**src/rtl/ascii_to_baudot_tx_if.sv**
```systemverilog
// ascii_to_baudot_tx_if
//   Groups the serial lines and status pulses of the ASCII-to-Baudot
//   transmitter so that the design and its environment share one bundle.
//
//   Signals:
//     ascii_rx    - ASCII 8N1 serial line into the converter (idle high)
//     baudot_tx   - Baudot serial line out of the converter (idle high, mark)
//     busy        - a Baudot frame is on the line or codes are still queued
//     ascii_valid - one-cycle pulse per correctly framed ASCII byte
//     frame_err   - one-cycle pulse when an ASCII stop bit samples low
//     dropped     - one-cycle pulse when a received byte is not queued
//
//   Signalling: there is no back-pressure anywhere on this bundle. Each
//   status output is a single-cycle strobe that is asserted for exactly one
//   clk cycle per event and is never held; the observer must sample it every
//   cycle. busy is a level.
//
//   Modports: slave = the converter, master = whatever drives/observes it.

interface ascii_to_baudot_tx_if;
    logic ascii_rx;
    logic baudot_tx;
    logic busy;
    logic ascii_valid;
    logic frame_err;
    logic dropped;

    modport master (
        output ascii_rx,
        input  baudot_tx,
        input  busy,
        input  ascii_valid,
        input  frame_err,
        input  dropped
    );

    modport slave (
        input  ascii_rx,
        output baudot_tx,
        output busy,
        output ascii_valid,
        output frame_err,
        output dropped
    );
endinterface

```
**src/rtl/ascii_to_baudot_tx.sv**
```systemverilog
// ascii_to_baudot_tx
//   Receives 8N1 ASCII serial, translates each byte to a 5-bit ITA2 (US)
//   code and retransmits it as Baudot serial frames, inserting LTRS (0x1F)
//   or FIGS (0x1B) shift frames whenever the required shift changes. A
//   4-entry code FIFO absorbs the extra time taken by shift frames.
//
//   Ports:
//     clk           - single clock
//     reset         - synchronous, active-high
//     bus           - ascii_to_baudot_tx_if.slave (serial lines + status)
//     rx_state_dbg  - current ASCII receive FSM state
//     tx_state_dbg  - current Baudot transmit FSM state
//     cur_shift_dbg - shift state the remote printer is believed to be in
//
//   Parameters:
//     CLKS_PER_BIT        - clk cycles per ASCII bit (>= 4)
//     BAUDOT_CLKS_PER_BIT - clk cycles per Baudot bit (>= 2)
//     BAUDOT_STOP_BITS    - Baudot stop bits per frame (1..3)
//
//   Build option:
//     UNSHIFT_ON_SPACE_EN - when defined, sending a space marks the shift
//                           state as LTRS, matching unshift-on-space printers.

module ascii_to_baudot_tx #(
    parameter int CLKS_PER_BIT        = 16,
    parameter int BAUDOT_CLKS_PER_BIT = 32,
    parameter int BAUDOT_STOP_BITS    = 2
) (
    input  logic                       clk,
    input  logic                       reset,
    ascii_to_baudot_tx_if.slave        bus,
    output logic [1:0]                 rx_state_dbg,
    output logic [1:0]                 tx_state_dbg,
    output logic [1:0]                 cur_shift_dbg
);

    localparam int RX_CW  = $clog2(CLKS_PER_BIT);
    localparam int TX_CW  = (BAUDOT_CLKS_PER_BIT > 2) ? $clog2(BAUDOT_CLKS_PER_BIT) : 1;
    localparam int NBITS  = 6 + BAUDOT_STOP_BITS;

    typedef enum logic [1:0] {RX_IDLE, RX_START, RX_DATA, RX_STOP} rx_state_t;
    typedef enum logic [1:0] {TX_IDLE, TX_SHIFT, TX_CHAR} tx_state_t;
    typedef enum logic [1:0] {CLS_NONE, CLS_LTRS, CLS_FIGS, CLS_BOTH} cls_t;
    typedef enum logic [1:0] {SH_UNKNOWN, SH_LTRS, SH_FIGS} shift_t;

    typedef struct packed {
        cls_t       cls;
        logic [4:0] code;
    } entry_t;

    // ASCII -> ITA2 (US). Code bit 0 is ITA2 bit 1, the first bit sent.
    function automatic entry_t translate(input logic [7:0] ch);
        logic [7:0] c;
        entry_t     e;
        c = ch;
        if (ch >= 8'h61 && ch <= 8'h7A) c = ch - 8'h20;
        e = '{CLS_NONE, 5'h00};
        case (c)
            8'h41: e = '{CLS_LTRS, 5'h03}; // A
            8'h42: e = '{CLS_LTRS, 5'h19}; // B
            8'h43: e = '{CLS_LTRS, 5'h0E}; // C
            8'h44: e = '{CLS_LTRS, 5'h09}; // D
            8'h45: e = '{CLS_LTRS, 5'h01}; // E
            8'h46: e = '{CLS_LTRS, 5'h0D}; // F
            8'h47: e = '{CLS_LTRS, 5'h1A}; // G
            8'h48: e = '{CLS_LTRS, 5'h14}; // H
            8'h49: e = '{CLS_LTRS, 5'h06}; // I
            8'h4A: e = '{CLS_LTRS, 5'h0B}; // J
            8'h4B: e = '{CLS_LTRS, 5'h0F}; // K
            8'h4C: e = '{CLS_LTRS, 5'h12}; // L
            8'h4D: e = '{CLS_LTRS, 5'h1C}; // M
            8'h4E: e = '{CLS_LTRS, 5'h0C}; // N
            8'h4F: e = '{CLS_LTRS, 5'h18}; // O
            8'h50: e = '{CLS_LTRS, 5'h16}; // P
            8'h51: e = '{CLS_LTRS, 5'h17}; // Q
            8'h52: e = '{CLS_LTRS, 5'h0A}; // R
            8'h53: e = '{CLS_LTRS, 5'h05}; // S
            8'h54: e = '{CLS_LTRS, 5'h10}; // T
            8'h55: e = '{CLS_LTRS, 5'h07}; // U
            8'h56: e = '{CLS_LTRS, 5'h1E}; // V
            8'h57: e = '{CLS_LTRS, 5'h13}; // W
            8'h58: e = '{CLS_LTRS, 5'h1D}; // X
            8'h59: e = '{CLS_LTRS, 5'h15}; // Y
            8'h5A: e = '{CLS_LTRS, 5'h11}; // Z
            8'h30: e = '{CLS_FIGS, 5'h16}; // 0
            8'h31: e = '{CLS_FIGS, 5'h17}; // 1
            8'h32: e = '{CLS_FIGS, 5'h13}; // 2
            8'h33: e = '{CLS_FIGS, 5'h01}; // 3
            8'h34: e = '{CLS_FIGS, 5'h0A}; // 4
            8'h35: e = '{CLS_FIGS, 5'h10}; // 5
            8'h36: e = '{CLS_FIGS, 5'h15}; // 6
            8'h37: e = '{CLS_FIGS, 5'h07}; // 7
            8'h38: e = '{CLS_FIGS, 5'h06}; // 8
            8'h39: e = '{CLS_FIGS, 5'h18}; // 9
            8'h2D: e = '{CLS_FIGS, 5'h03}; // -
            8'h3F: e = '{CLS_FIGS, 5'h19}; // ?
            8'h3A: e = '{CLS_FIGS, 5'h0E}; // :
            8'h24: e = '{CLS_FIGS, 5'h09}; // $
            8'h21: e = '{CLS_FIGS, 5'h0D}; // !
            8'h26: e = '{CLS_FIGS, 5'h1A}; // &
            8'h23: e = '{CLS_FIGS, 5'h14}; // #
            8'h27: e = '{CLS_FIGS, 5'h0B}; // '
            8'h28: e = '{CLS_FIGS, 5'h0F}; // (
            8'h29: e = '{CLS_FIGS, 5'h12}; // )
            8'h2E: e = '{CLS_FIGS, 5'h1C}; // .
            8'h2C: e = '{CLS_FIGS, 5'h0C}; // ,
            8'h3B: e = '{CLS_FIGS, 5'h1E}; // ;
            8'h2F: e = '{CLS_FIGS, 5'h1D}; // /
            8'h22: e = '{CLS_FIGS, 5'h11}; // "
            8'h07: e = '{CLS_FIGS, 5'h05}; // BEL
            8'h20: e = '{CLS_BOTH, 5'h04}; // space
            8'h0D: e = '{CLS_BOTH, 5'h08}; // CR
            8'h0A: e = '{CLS_BOTH, 5'h02}; // LF
            8'h00: e = '{CLS_BOTH, 5'h00}; // NUL
            default: e = '{CLS_NONE, 5'h00};
        endcase
        return e;
    endfunction

    // ---------------- ASCII receiver ----------------
    logic             rx_meta, rx_sync, rx_prev;
    rx_state_t        rx_state, rx_state_n;
    logic [RX_CW-1:0] rx_cnt, rx_cnt_n;
    logic [2:0]       rx_bit, rx_bit_n;
    logic [7:0]       rx_byte, rx_byte_n;
    logic             rx_ok_n, rx_err_n;
    logic             ascii_valid_q, frame_err_q;

    always_ff @(posedge clk) begin
        if (reset) begin
            rx_meta       <= 1'b1;
            rx_sync       <= 1'b1;
            rx_prev       <= 1'b1;
            rx_state      <= RX_IDLE;
            rx_cnt        <= '0;
            rx_bit        <= '0;
            rx_byte       <= '0;
            ascii_valid_q <= 1'b0;
            frame_err_q   <= 1'b0;
        end else begin
            rx_meta       <= bus.ascii_rx;
            rx_sync       <= rx_meta;
            rx_prev       <= rx_sync;
            rx_state      <= rx_state_n;
            rx_cnt        <= rx_cnt_n;
            rx_bit        <= rx_bit_n;
            rx_byte       <= rx_byte_n;
            ascii_valid_q <= rx_ok_n;
            frame_err_q   <= rx_err_n;
        end
    end

    always_comb begin
        rx_state_n = rx_state;
        rx_cnt_n   = rx_cnt + RX_CW'(1);
        rx_bit_n   = rx_bit;
        rx_byte_n  = rx_byte;
        rx_ok_n    = 1'b0;
        rx_err_n   = 1'b0;
        case (rx_state)
            RX_IDLE: begin
                rx_cnt_n = '0;
                rx_bit_n = '0;
                if (rx_prev && !rx_sync) rx_state_n = RX_START;
            end
            RX_START: begin
                // Mid start bit: a high line means the edge was a glitch.
                if (rx_cnt == RX_CW'(CLKS_PER_BIT / 2 - 1)) begin
                    rx_cnt_n   = '0;
                    rx_state_n = rx_sync ? RX_IDLE : RX_DATA;
                end
            end
            RX_DATA: begin
                if (rx_cnt == RX_CW'(CLKS_PER_BIT - 1)) begin
                    rx_cnt_n  = '0;
                    rx_byte_n = {rx_sync, rx_byte[7:1]};
                    rx_bit_n  = rx_bit + 3'd1;
                    if (rx_bit == 3'd7) rx_state_n = RX_STOP;
                end
            end
            RX_STOP: begin
                if (rx_cnt == RX_CW'(CLKS_PER_BIT - 1)) begin
                    rx_cnt_n   = '0;
                    rx_state_n = RX_IDLE;
                    rx_ok_n    = rx_sync;
                    rx_err_n   = !rx_sync;
                end
            end
            default: rx_state_n = RX_IDLE;
        endcase
    end

    // ---------------- Code FIFO ----------------
    entry_t     rx_entry;
    entry_t     fifo_mem [4];
    logic [1:0] wr_ptr, rd_ptr;
    logic [2:0] fifo_cnt;
    logic       push, pop, dropped_q;
    entry_t     head;

    assign rx_entry = translate(rx_byte);
    assign head     = fifo_mem[rd_ptr];
    // A pop in the same cycle frees the slot, so a full FIFO still accepts.
    assign push     = ascii_valid_q && (rx_entry.cls != CLS_NONE) &&
                      ((fifo_cnt != 3'd4) || pop);

    always_ff @(posedge clk) begin
        if (push) fifo_mem[wr_ptr] <= rx_entry;
    end

    always_ff @(posedge clk) begin
        if (reset) begin
            wr_ptr    <= '0;
            rd_ptr    <= '0;
            fifo_cnt  <= '0;
            dropped_q <= 1'b0;
        end else begin
            if (push) wr_ptr <= wr_ptr + 2'd1;
            if (pop)  rd_ptr <= rd_ptr + 2'd1;
            case ({push, pop})
                2'b10:   fifo_cnt <= fifo_cnt + 3'd1;
                2'b01:   fifo_cnt <= fifo_cnt - 3'd1;
                default: fifo_cnt <= fifo_cnt;
            endcase
            dropped_q <= ascii_valid_q && !push;
        end
    end

    // ---------------- Baudot transmitter ----------------
    tx_state_t        tx_state, tx_state_n;
    logic [TX_CW-1:0] tx_clk, tx_clk_n;
    logic [3:0]       tx_idx, tx_idx_n;
    logic [4:0]       tx_data, tx_data_n;
    logic [4:0]       tx_char, tx_char_n;
    shift_t           cur_shift, cur_shift_n;
    logic             baudot_q, line_n;
    logic [15:0]      frame_n;

    always_ff @(posedge clk) begin
        if (reset) begin
            tx_state  <= TX_IDLE;
            tx_clk    <= '0;
            tx_idx    <= '0;
            tx_data   <= '0;
            tx_char   <= '0;
            cur_shift <= SH_UNKNOWN;
            baudot_q  <= 1'b1;
        end else begin
            tx_state  <= tx_state_n;
            tx_clk    <= tx_clk_n;
            tx_idx    <= tx_idx_n;
            tx_data   <= tx_data_n;
            tx_char   <= tx_char_n;
            cur_shift <= cur_shift_n;
            baudot_q  <= line_n;
        end
    end

    always_comb begin
        tx_state_n  = tx_state;
        tx_clk_n    = tx_clk + TX_CW'(1);
        tx_idx_n    = tx_idx;
        tx_data_n   = tx_data;
        tx_char_n   = tx_char;
        cur_shift_n = cur_shift;
        pop         = 1'b0;
        case (tx_state)
            TX_IDLE: begin
                tx_clk_n = '0;
                tx_idx_n = '0;
                if (fifo_cnt != 3'd0) begin
                    pop = 1'b1;
                    if ((head.cls == CLS_LTRS && cur_shift != SH_LTRS) ||
                        (head.cls == CLS_FIGS && cur_shift != SH_FIGS)) begin
                        tx_state_n  = TX_SHIFT;
                        tx_data_n   = (head.cls == CLS_LTRS) ? 5'h1F : 5'h1B;
                        cur_shift_n = (head.cls == CLS_LTRS) ? SH_LTRS : SH_FIGS;
                        tx_char_n   = head.code;
                    end else begin
                        tx_state_n  = TX_CHAR;
                        tx_data_n   = head.code;
                    end
`ifdef UNSHIFT_ON_SPACE_EN
                    if (head.cls == CLS_BOTH && head.code == 5'h04)
                        cur_shift_n = SH_LTRS;
`else
                    // Space leaves the shift state as it was.
`endif
                end
            end
            TX_SHIFT, TX_CHAR: begin
                if (tx_clk == TX_CW'(BAUDOT_CLKS_PER_BIT - 1)) begin
                    tx_clk_n = '0;
                    if (tx_idx == 4'(NBITS - 1)) begin
                        tx_idx_n = '0;
                        // Shift frame runs straight into its character frame.
                        if (tx_state == TX_SHIFT) begin
                            tx_state_n = TX_CHAR;
                            tx_data_n  = tx_char;
                        end else begin
                            tx_state_n = TX_IDLE;
                        end
                    end else begin
                        tx_idx_n = tx_idx + 4'd1;
                    end
                end
            end
            default: tx_state_n = TX_IDLE;
        endcase
    end

    // Bit 0 = start, bits 1..5 = code, everything above = stop (mark).
    // The frame length is set by NBITS, so the upper ones cover any stop count.
    assign frame_n = {10'h3FF, tx_data_n, 1'b0};
    assign line_n  = (tx_state_n == TX_IDLE) ? 1'b1 : frame_n[tx_idx_n];

    // ---------------- Outputs ----------------
    assign bus.baudot_tx   = baudot_q;
    assign bus.busy        = (tx_state != TX_IDLE) || (fifo_cnt != 3'd0);
    assign bus.ascii_valid = ascii_valid_q;
    assign bus.frame_err   = frame_err_q;
    assign bus.dropped     = dropped_q;
    assign rx_state_dbg    = rx_state;
    assign tx_state_dbg    = tx_state;
    assign cur_shift_dbg   = cur_shift;

endmodule
```
**src/flat_wrapper.sv**
```systemverilog
// flat-port wrapper written by rule: the top's interface ports become plain ports
module ascii_to_baudot_tx_flat 
#(
    parameter int CLKS_PER_BIT        = 16,
    parameter int BAUDOT_CLKS_PER_BIT = 32,
    parameter int BAUDOT_STOP_BITS    = 2
)
  (clk, reset, rx_state_dbg, tx_state_dbg, cur_shift_dbg, bus_ascii_rx, bus_baudot_tx, bus_busy, bus_ascii_valid, bus_frame_err, bus_dropped);
  ascii_to_baudot_tx_if bus_i ();
  input  logic clk;
  input  logic reset;
  output logic [1:0] rx_state_dbg;
  output logic [1:0] tx_state_dbg;
  output logic [1:0] cur_shift_dbg;
  input wire logic [$bits(bus_i.ascii_rx)-1:0] bus_ascii_rx;
  output wire logic [$bits(bus_i.baudot_tx)-1:0] bus_baudot_tx;
  output wire logic [$bits(bus_i.busy)-1:0] bus_busy;
  output wire logic [$bits(bus_i.ascii_valid)-1:0] bus_ascii_valid;
  output wire logic [$bits(bus_i.frame_err)-1:0] bus_frame_err;
  output wire logic [$bits(bus_i.dropped)-1:0] bus_dropped;
  assign bus_i.ascii_rx = bus_ascii_rx;
  assign bus_baudot_tx = bus_i.baudot_tx;
  assign bus_busy = bus_i.busy;
  assign bus_ascii_valid = bus_i.ascii_valid;
  assign bus_frame_err = bus_i.frame_err;
  assign bus_dropped = bus_i.dropped;
  ascii_to_baudot_tx #(.CLKS_PER_BIT(CLKS_PER_BIT), .BAUDOT_CLKS_PER_BIT(BAUDOT_CLKS_PER_BIT), .BAUDOT_STOP_BITS(BAUDOT_STOP_BITS)) u_core (.clk(clk), .reset(reset), .bus(bus_i), .rx_state_dbg(rx_state_dbg), .tx_state_dbg(tx_state_dbg), .cur_shift_dbg(cur_shift_dbg));
endmodule
```
**config.mk**
```make
export PLATFORM = sky130hd
export DESIGN_NAME = ascii_to_baudot_tx_flat
export DESIGN_NICKNAME = d
export VERILOG_FILES = /design/src/rtl/ascii_to_baudot_tx_if.sv /design/src/rtl/ascii_to_baudot_tx.sv /design/src/flat_wrapper.sv
export SDC_FILE = /design/constraint.sdc
export NUM_CORES = 1
export LEC_CHECK = 0
export CAP_MARGIN = 5
export CORE_MARGIN = 5
export CORE_UTILIZATION = 62
export CTS_CLUSTER_SIZE = 20
export DETAILED_ROUTE_END_ITERATION = 7
export PLACE_DENSITY = 0.83
export SLEW_MARGIN = 20
export SYNTH_ARGS = -nofsm -noshare
export SYNTH_HDL_FRONTEND = slang
export SYNTH_SLANG_ARGS = --single-unit
```
**constraint.sdc**
```tcl
create_clock -name clk -period 4.3 [get_ports clk]
set_clock_uncertainty 0.15 [all_clocks]
set_input_delay 0.645 -clock clk [delete_from_list [all_inputs] [get_ports clk]]
set_output_delay 0.645 -clock clk [all_outputs]
set_load 0.1 [all_outputs]
```
==> results_dict.tcl, run 1 <==
set metrics [dict create \
    maxSlewHeadroom 0.318 \
    worstReg2RegEnd "u_core.fifo_cnt[2]$_SDFFE_PP0P_" \
    final-seq-area_um2 1960 \
    yosysMostFrequentCell "nor2_1" \
    synth_top_family_by_area "simple AND/OR/NAND/NOR gates" \
    power_switching_mw 0.993 \
    cts-root-buf "clkbuf_8" \
    ys_ff_latch 84 \
    place_hpwl_um 6830 \
    min_path_type "reg -> reg" \
    whs_path_depth 1 \
    routedWlPerCell_um 16.2 \
    holdPathEnd "u_core.rx_sync$_SDFF_PP1_" \
    preCtsSetupSlack_ns 0.387 \
    setup_viol 0 \
    area_growth_pct 8.92 \
    viasPerCell 5.98 \
    cts_hold_buffers 0 \
    drc 0 \
    path_class "reg -> reg" \
    avgSynthCellArea_um2 9.63 \
    n_fill_cell 580 \
    synth.mux.area_fraction 0.104 \
    synth_compound_area_frac 0.163 \
    power_density_nw_per_um2 473 \
    p_seq_frac 0.396 \
    ff2ff_setup_slack_ns 0.34 \
    outcome "completed" \
    synth_top_area_share 0.240 \
    rsz0062_at_grt "false" \
    start_util 0.640 \
    syn-num-nets 516 \
    wl_um 9670 \
    r2r_cells 16 \
    synth_warnings 0 \
    fin_nets 523 \
    diodes 0 \
    power_frac_comb 0.373 \
    synthFlopType "dfxtp_1" \
    fin_crit_ns 3.96 \
    antenna_found_initial 0 \
    grt_pass1_wl_um 16800 \
    numCtsBuffers 9 \
    ir_drop_v 0.000233 \
    fin_crit_sh 0.921 \
    ys_seq_area_frac 0.420 \
    gr-usage-all-layers 0.216 \
    p_clk_frac 0.231 \
    gr-total-overflow 0 \
    synth_top_area_cell "dfxtp_1" \
    arrival_ns 4.09 \
    p_leak_nw 1.82 \
    final_hold_viol_count 0 \
    post_cts_resized 0 \
    cp-start-kind "flop" \
    die_area_um2 9370 \
    max_freq_mhz 253 \
    total_power_mw 2.41 \
    clkLatencyLatePin_ns 0.36 \
    ant_nets 0 \
    fin_setup_tns_ns 0 \
    drv_cap 0 \
    synthAdderAreaFrac 0.0766 \
    worst_slack_ns 0.341 \
    path_clk_slew_ns 0.09 \
    die_w_um 96.8 \
    worst_hold_startpoint "u_core.rx_meta$_SDFF_PP1_" \
    multi_input_area_um2 2500 \
    yosys-top-cells-area "dfxtp_1 (24%), edfxtp_1 (18%), ha_1 (7.2%)" \
    synthXorXnorAreaFrac 0.0169 \
    drtIter0Drc 200 \
    die_y_um 96.8 \
    end_kind "flop" \
    power_switching_share 0.412 \
    synth_cells 485 \
    intPower_mw 1.41 \
    synthSimpleGateAreaFrac 0.174 \
    crit_required_ns 4.43 \
    maxSlewViolCount 0 \
    vias 3563 \
    numPortBuffers 13 \
    tightestPinTransition_ns 1.02 \
    cts_tree "done" \
    path_max_fanout 10 \
    async_flop_share 0 \
    grt_max_degree 54 \
    grt_pass1_vias 3435 \
    place_congestion 0.900 \
    cts.sinks 84 \
    synth_edf_count 28 \
    drtPass1Iterations 4 \
    core_area_um2 7290 \
    reg2reg_from "u_core.rx_byte[0]$_SDFFE_PP0P_" \
    netlist-cell-type-count 65 \
    post_route_cells_drive_above_1_share 0.109 \
    ios 14 \
    cts_post_setup_buffers_inserted 0 \
    htree_levels 3 \
    cts_max_path_buffers 2 \
    synthesis.area_um2 4670 \
    synthTopCellsByCount "nor2_1 (62), dfxtp_1 (56), edfxtp_1 (28), nand2_1 (28), o21ai_0 (28)" \
    rows 31 \
]
## flip-flops by register name, summed over array words and instances, names as in the netlist, 3 cells and up, named ones only
signal	count
u_core.fifo_cnt	3
u_core.fifo_mem	28
u_core.rx_bit	3
u_core.rx_byte	8
u_core.rx_cnt	4
u_core.tx_char	5
u_core.tx_clk	5
u_core.tx_data	5
u_core.tx_idx	4
## power groups by stage
stage | combinational, mW | clock [mW] | sequential [mW]
finish | 0.898 | 0.556 | 0.954
global route | 0.984 | 0.615 | 0.966
CTS | 0.896 | 0.572 | 0.955
detailed placement | 0.887 | 0 | 0.973
global placement | 0.864 | 0 | 0.965
floorplan | 0.610 | 0 | 1.06
## cell type report
| cell class | count | area share |
|---|---|---|
| clock inverters | 7 | 0.0155 |
| multi-input cells | 347 | 0.492 |
| inverters | 28 | 0.0207 |
| clock buffers | 9 | 0.0244 |
| repair buffers | 22 | 0.0379 |
| flip-flops and latches | 84 | 0.386 |
| well taps | 99 | 0.0244 |
## cell usage in the layout, fill, tap and decap left out, types with 6 or more instances in the layout
| cell | n |
|---|---|
| buf_4 | 9 |
| a22oi_1 | 7 |
| dfxtp_1 | 56 |
| edfxtp_1 | 28 |
| o21ai_0 | 28 |
| nor3_1 | 9 |
| nand2_1 | 28 |
| ha_1 | 27 |
| clkbuf_8 | 9 |
| nand2b_1 | 10 |
| nor2b_1 | 9 |
| and2_1 | 6 |
| clkdlybuf4s50_1 | 12 |
| mux4_2 | 9 |
| inv_1 | 26 |
| a211oi_1 | 7 |
| nor2_1 | 62 |
| mux2i_1 | 21 |
| nand3_1 | 9 |
| a21oi_1 | 24 |
## how the worst max path moves through the flow
stage / to / depth (start not counted) / slack, ns / start
3_3_place_gp: u_core.fifo_cnt[2]$_SDFFE_PP0P_ / 16 / 0.56 / u_core.rx_byte[0]$_SDFFE_PP0P_
3_5_place_dp: u_core.fifo_cnt[2]$_SDFFE_PP0P_ / 16 / 0.39 / u_core.rx_byte[0]$_SDFFE_PP0P_
6_report: u_core.fifo_cnt[2]$_SDFFE_PP0P_ / 16 / 0.34 / u_core.rx_byte[0]$_SDFFE_PP0P_
5_1_grt: u_core.fifo_cnt[2]$_SDFFE_PP0P_ / 16 / 0.05 / u_core.rx_byte[0]$_SDFFE_PP0P_
4_1_cts: u_core.fifo_cnt[2]$_SDFFE_PP0P_ / 16 / 0.36 / u_core.rx_byte[0]$_SDFFE_PP0P_
2_1_floorplan: u_core.fifo_cnt[2]$_SDFFE_PP0P_ / 16 / 0.37 / u_core.rx_byte[1]$_SDFFE_PP0P_
## cells by family (layout without fill, tap and decap cells)
group / Yosys count / after routing
AOI/OAI and AO/OA: 111 / 111
and+or+nand+nor: 163 / 163
xor gates and xnor gates: 9 / 9
DFF: 84 / 84
adders and majority gates: 28 / 28
muxes: 36 / 36
buffers and inverters: 54 / 66
## per-stage QoR
stage	util	instance area [µm²]	hold slack, ns	std cells
3_3_place_gp	0.670	4880	0.244	580
5_1_grt	0.697	5090	0.321	596
6_report	0.697	5090	0.291	596
2_1_floorplan	-	4670	0.239	485
3_5_place_dp	0.670	4880	0.261	580
4_1_cts	0.697	5090	0.295	596
## metal layers
metal / up-vias / part of all wire / track usage
li1: 1767 / - / -
met1: 1686 / 0.45 / 0.287
met2: 90 / 0.48 / 0.350
met3: 20 / 0.044 / 0.0511
met4: 0 / 0.022 / 0.0680
met5: - / 0 / 0
## worst max-delay path, stage by stage, from the launching register on
cell and delay, ns:
dfxtp_1 0.41, inv_1 0.20, ha_1 0.26, or4b_4 0.51
nor2_4 0.14, o41ai_2 0.08, buf_4 0.17, a31o_1 0.19
a221o_1 0.40, a21oi_4 0.28, inv_1 0.07, ha_1 0.21
inv_1 0.08, fa_1 0.19, xor2_1 0.08, or3_1 0.31
a21oi_1 0.15
Note: power is estimated with default switching activity, not from simulation.
==> run 2, diff against run 1 <==
--- a/config.mk
+++ b/config.mk
@@ -5,6 +5,7 @@
 export SDC_FILE = /design/constraint.sdc
 export NUM_CORES = 1
 export LEC_CHECK = 0
+export ABC_CLOCK_PERIOD_IN_PS = 4300
 export CAP_MARGIN = 5
 export CORE_MARGIN = 5
 export CORE_UTILIZATION = 62
==> results of run 2 <==
Same layout as run 1: the final DEF is identical, and so are final timing and power.
==> run 3, diff against run 2 <==
--- a/config.mk
+++ b/config.mk
@@ -8,10 +8,10 @@
 export ABC_CLOCK_PERIOD_IN_PS = 4300
 export CAP_MARGIN = 5
 export CORE_MARGIN = 5
-export CORE_UTILIZATION = 62
+export CORE_UTILIZATION = 50
 export CTS_CLUSTER_SIZE = 20
 export DETAILED_ROUTE_END_ITERATION = 7
-export PLACE_DENSITY = 0.83
+export PLACE_DENSITY = 0.67
 export SLEW_MARGIN = 20
 export SYNTH_ARGS = -nofsm -noshare
 export SYNTH_HDL_FRONTEND = slang
==> run 3 against run 2 <==
Effect of this change:
- combinational power down 0.7%
- global-route usage down 4.1 points
- design area up 0.37%
- setup slack worse by 0.0052 ns
- wire length down 1.3%
- critical endpoint unchanged
- largest cell class unchanged
==> results_dict.tcl, run 3 (same netlist as run 1, synthesis figures left out) <==
set metrics [dict create \
    outcome "completed" \
    crit_required_ns 4.43 \
    reg2reg_from "u_core.rx_byte[0]$_SDFFE_PP0P_" \
    arrival_ns 4.09 \
    grt_pass1_wl_um 16200 \
    vias 3558 \
    drc 0 \
    die_area_um2 11400 \
    rows 35 \
    power_switching_mw 0.958 \
    n_fill_cell 813 \
    gr-usage-all-layers 0.176 \
    worstReg2RegEnd "u_core.fifo_cnt[2]$_SDFFE_PP0P_" \
    drtPass1Iterations 5 \
    core_area_um2 9150 \
    gr-total-overflow 0 \
    ir_drop_v 0.000393 \
    routedWlPerCell_um 15.7 \
    final_common_cell "nor2_1" \
    ant_nets 0 \
    p_clk_frac 0.247 \
    clkLatencyLatePin_ns 0.36 \
    power_density_nw_per_um2 480 \
    post-route-util 0.558 \
    top_register "u_core.fifo_mem" \
    max_freq_mhz 252 \
    maxSlewViolCount 0 \
    path_clk_slew_ns 0.09 \
    cts_max_path_buffers 2 \
    crit_path_cell_trace "inv_1 > ha_1 > or4b_4 > nor2_4 > o41ai_2 > buf_4 > mux2i_1 > nand3b_1 > a21oi_4 > inv_1 > ha_1 > inv_1 > fa_1 > xor2_1 > or3_1 > a21oi_1" \
    cts.sinks 84 \
    slowest_stage "dfxtp_1" \
    fin_crit_ns 3.96 \
    post_cts_resized 0 \
    fin_nets 522 \
    holdPathEnd "u_core.rx_sync$_SDFF_PP1_" \
    power_switching_share 0.391 \
    start_util 0.510 \
    cp-start-kind "flop" \
    drv_cap 0 \
    htree_levels 3 \
    cts_hold_buffers 0 \
    place_hpwl_um 6820 \
    die_y_um 107 \
    final_hold_viol_count 0 \
    maxSlewHeadroom 0.348 \
    fin_crit_sh 0.922 \
    antenna_found_initial 0 \
    place_congestion 0.875 \
    cts_post_setup_buffers_inserted 0 \
    area_growth_pct 9.32 \
    path_max_fanout 10 \
    fin_setup_tns_ns 0 \
    die_w_um 107 \
    grt_pass1_vias 3404 \
    total_power_mw 2.45 \
    intPower_mw 1.49 \
    post_route_cells_drive_above_1_share 0.107 \
    path_class "reg -> reg" \
    min_path_type "reg -> reg" \
    worst_hold_startpoint "u_core.rx_meta$_SDFF_PP1_" \
    wl_um 9550 \
    r2r_cells 16 \
    p_leak_nw 1.82 \
    setup_viol 0 \
    grt_max_degree 54 \
    ff2ff_setup_slack_ns 0.34 \
    power_frac_comb 0.364 \
    drtIter0Drc 170 \
    rsz0062_at_grt "false" \
    viasPerCell 5.86 \
    reg_top3 "u_core.fifo_mem: 28 flops, u_core.rx_byte: 8 flops" \
    end_kind "flop" \
    whs_path_depth 1 \
    tightestPinTransition_ns 0.974 \
    crit_top_cell "inv_1" \
    ios 14 \
    diodes 0 \
    largest_register_ffs 28 \
    numPortBuffers 13 \
    cts_tree "done" \
    cpPeakStageDelay_ns 0.57 \
    mostFrequentLayoutCells "nor2_1 (62), dfxtp_1 (56), nand2_1 (28), o21ai_0 (28), edfxtp_1 (28)" \
    cts-root-buf "clkbuf_8" \
    numCtsBuffers 9 \
    p_seq_frac 0.389 \
]
[run 3: area by class of cell]
class	instances	area, µm²	area share
Clock buffer	10	149	0.0292
Multi-Input combinational cell	347	2500	0.490
Timing Repair Buffer	21	185	0.0363
Inverter	28	105	0.0206
Sequential cell	84	1960	0.384
Tap cell	111	139	0.0272
Clock inverter	6	65.1	0.0127
[run 3: through the flow]
| step | cells | setup slack [ns] | instance area (µm²) | hold WS, ns |
|---|---|---|---|---|
| final | 607 | 0.336 | 5100 | 0.271 |
| after global routing | 607 | 0.124 | 5100 | 0.316 |
| after CTS | 607 | 0.368 | 5100 | 0.274 |
| after detailed placement | 591 | 0.408 | 4890 | 0.248 |
| after global placement | 591 | 0.638 | 4890 | 0.243 |
| after floorplan | 485 | 0.371 | 4670 | 0.239 |
[run 3: routing by layer]
metal	up-vias	global-route usage	share of wire
met5	-	0	0
met4	0	0.0621	0.020
met3	17	0.0343	0.033
met2	59	0.298	0.49
met1	1728	0.223	0.46
li1	1754	-	-
[run 3: worst max path at each step]
stage,start,to,slack [ns],cells past startpoint
global placement,u_core.rx_byte[0]$_SDFFE_PP0P_,u_core.fifo_cnt[2]$_SDFFE_PP0P_,0.64,16
detailed placement,u_core.rx_byte[0]$_SDFFE_PP0P_,u_core.fifo_cnt[2]$_SDFFE_PP0P_,0.41,16
CTS,u_core.rx_byte[0]$_SDFFE_PP0P_,u_core.fifo_cnt[2]$_SDFFE_PP0P_,0.37,16
finish,u_core.rx_byte[0]$_SDFFE_PP0P_,u_core.fifo_cnt[2]$_SDFFE_PP0P_,0.34,16
floorplan,u_core.rx_byte[1]$_SDFFE_PP0P_,u_core.fifo_cnt[2]$_SDFFE_PP0P_,0.37,16
global route,u_core.rx_byte[0]$_SDFFE_PP0P_,u_core.fifo_cnt[2]$_SDFFE_PP0P_,0.12,16
[run 3: worst max-delay path, delay by kind of cell (launching register included)]
family | cells | cell delay [ns]
adder cells (fa/ha/maj) | 3 | 0.92
AND/OR/NAND/NOR | 4 | 0.76
AO/OA/AOI/OAI | 3 | 0.65
buffers and inverters | 4 | 0.59
flip-flops | 1 | 0.57
XOR/XNOR | 1 | 0.16
multiplexers | 1 | 0.08
[run 3: power groups by stage]
| stage | Clock, mW | Combinational (mW) | Sequential (mW) |
|---|---|---|---|
| CTS | 0.623 | 0.896 | 0.955 |
| detailed placement | 0 | 0.892 | 0.973 |
| global placement | 0 | 0.879 | 0.968 |
| global route | 0.653 | 0.983 | 0.968 |
| floorplan | 0 | 0.610 | 1.06 |
| finish | 0.606 | 0.892 | 0.953 |
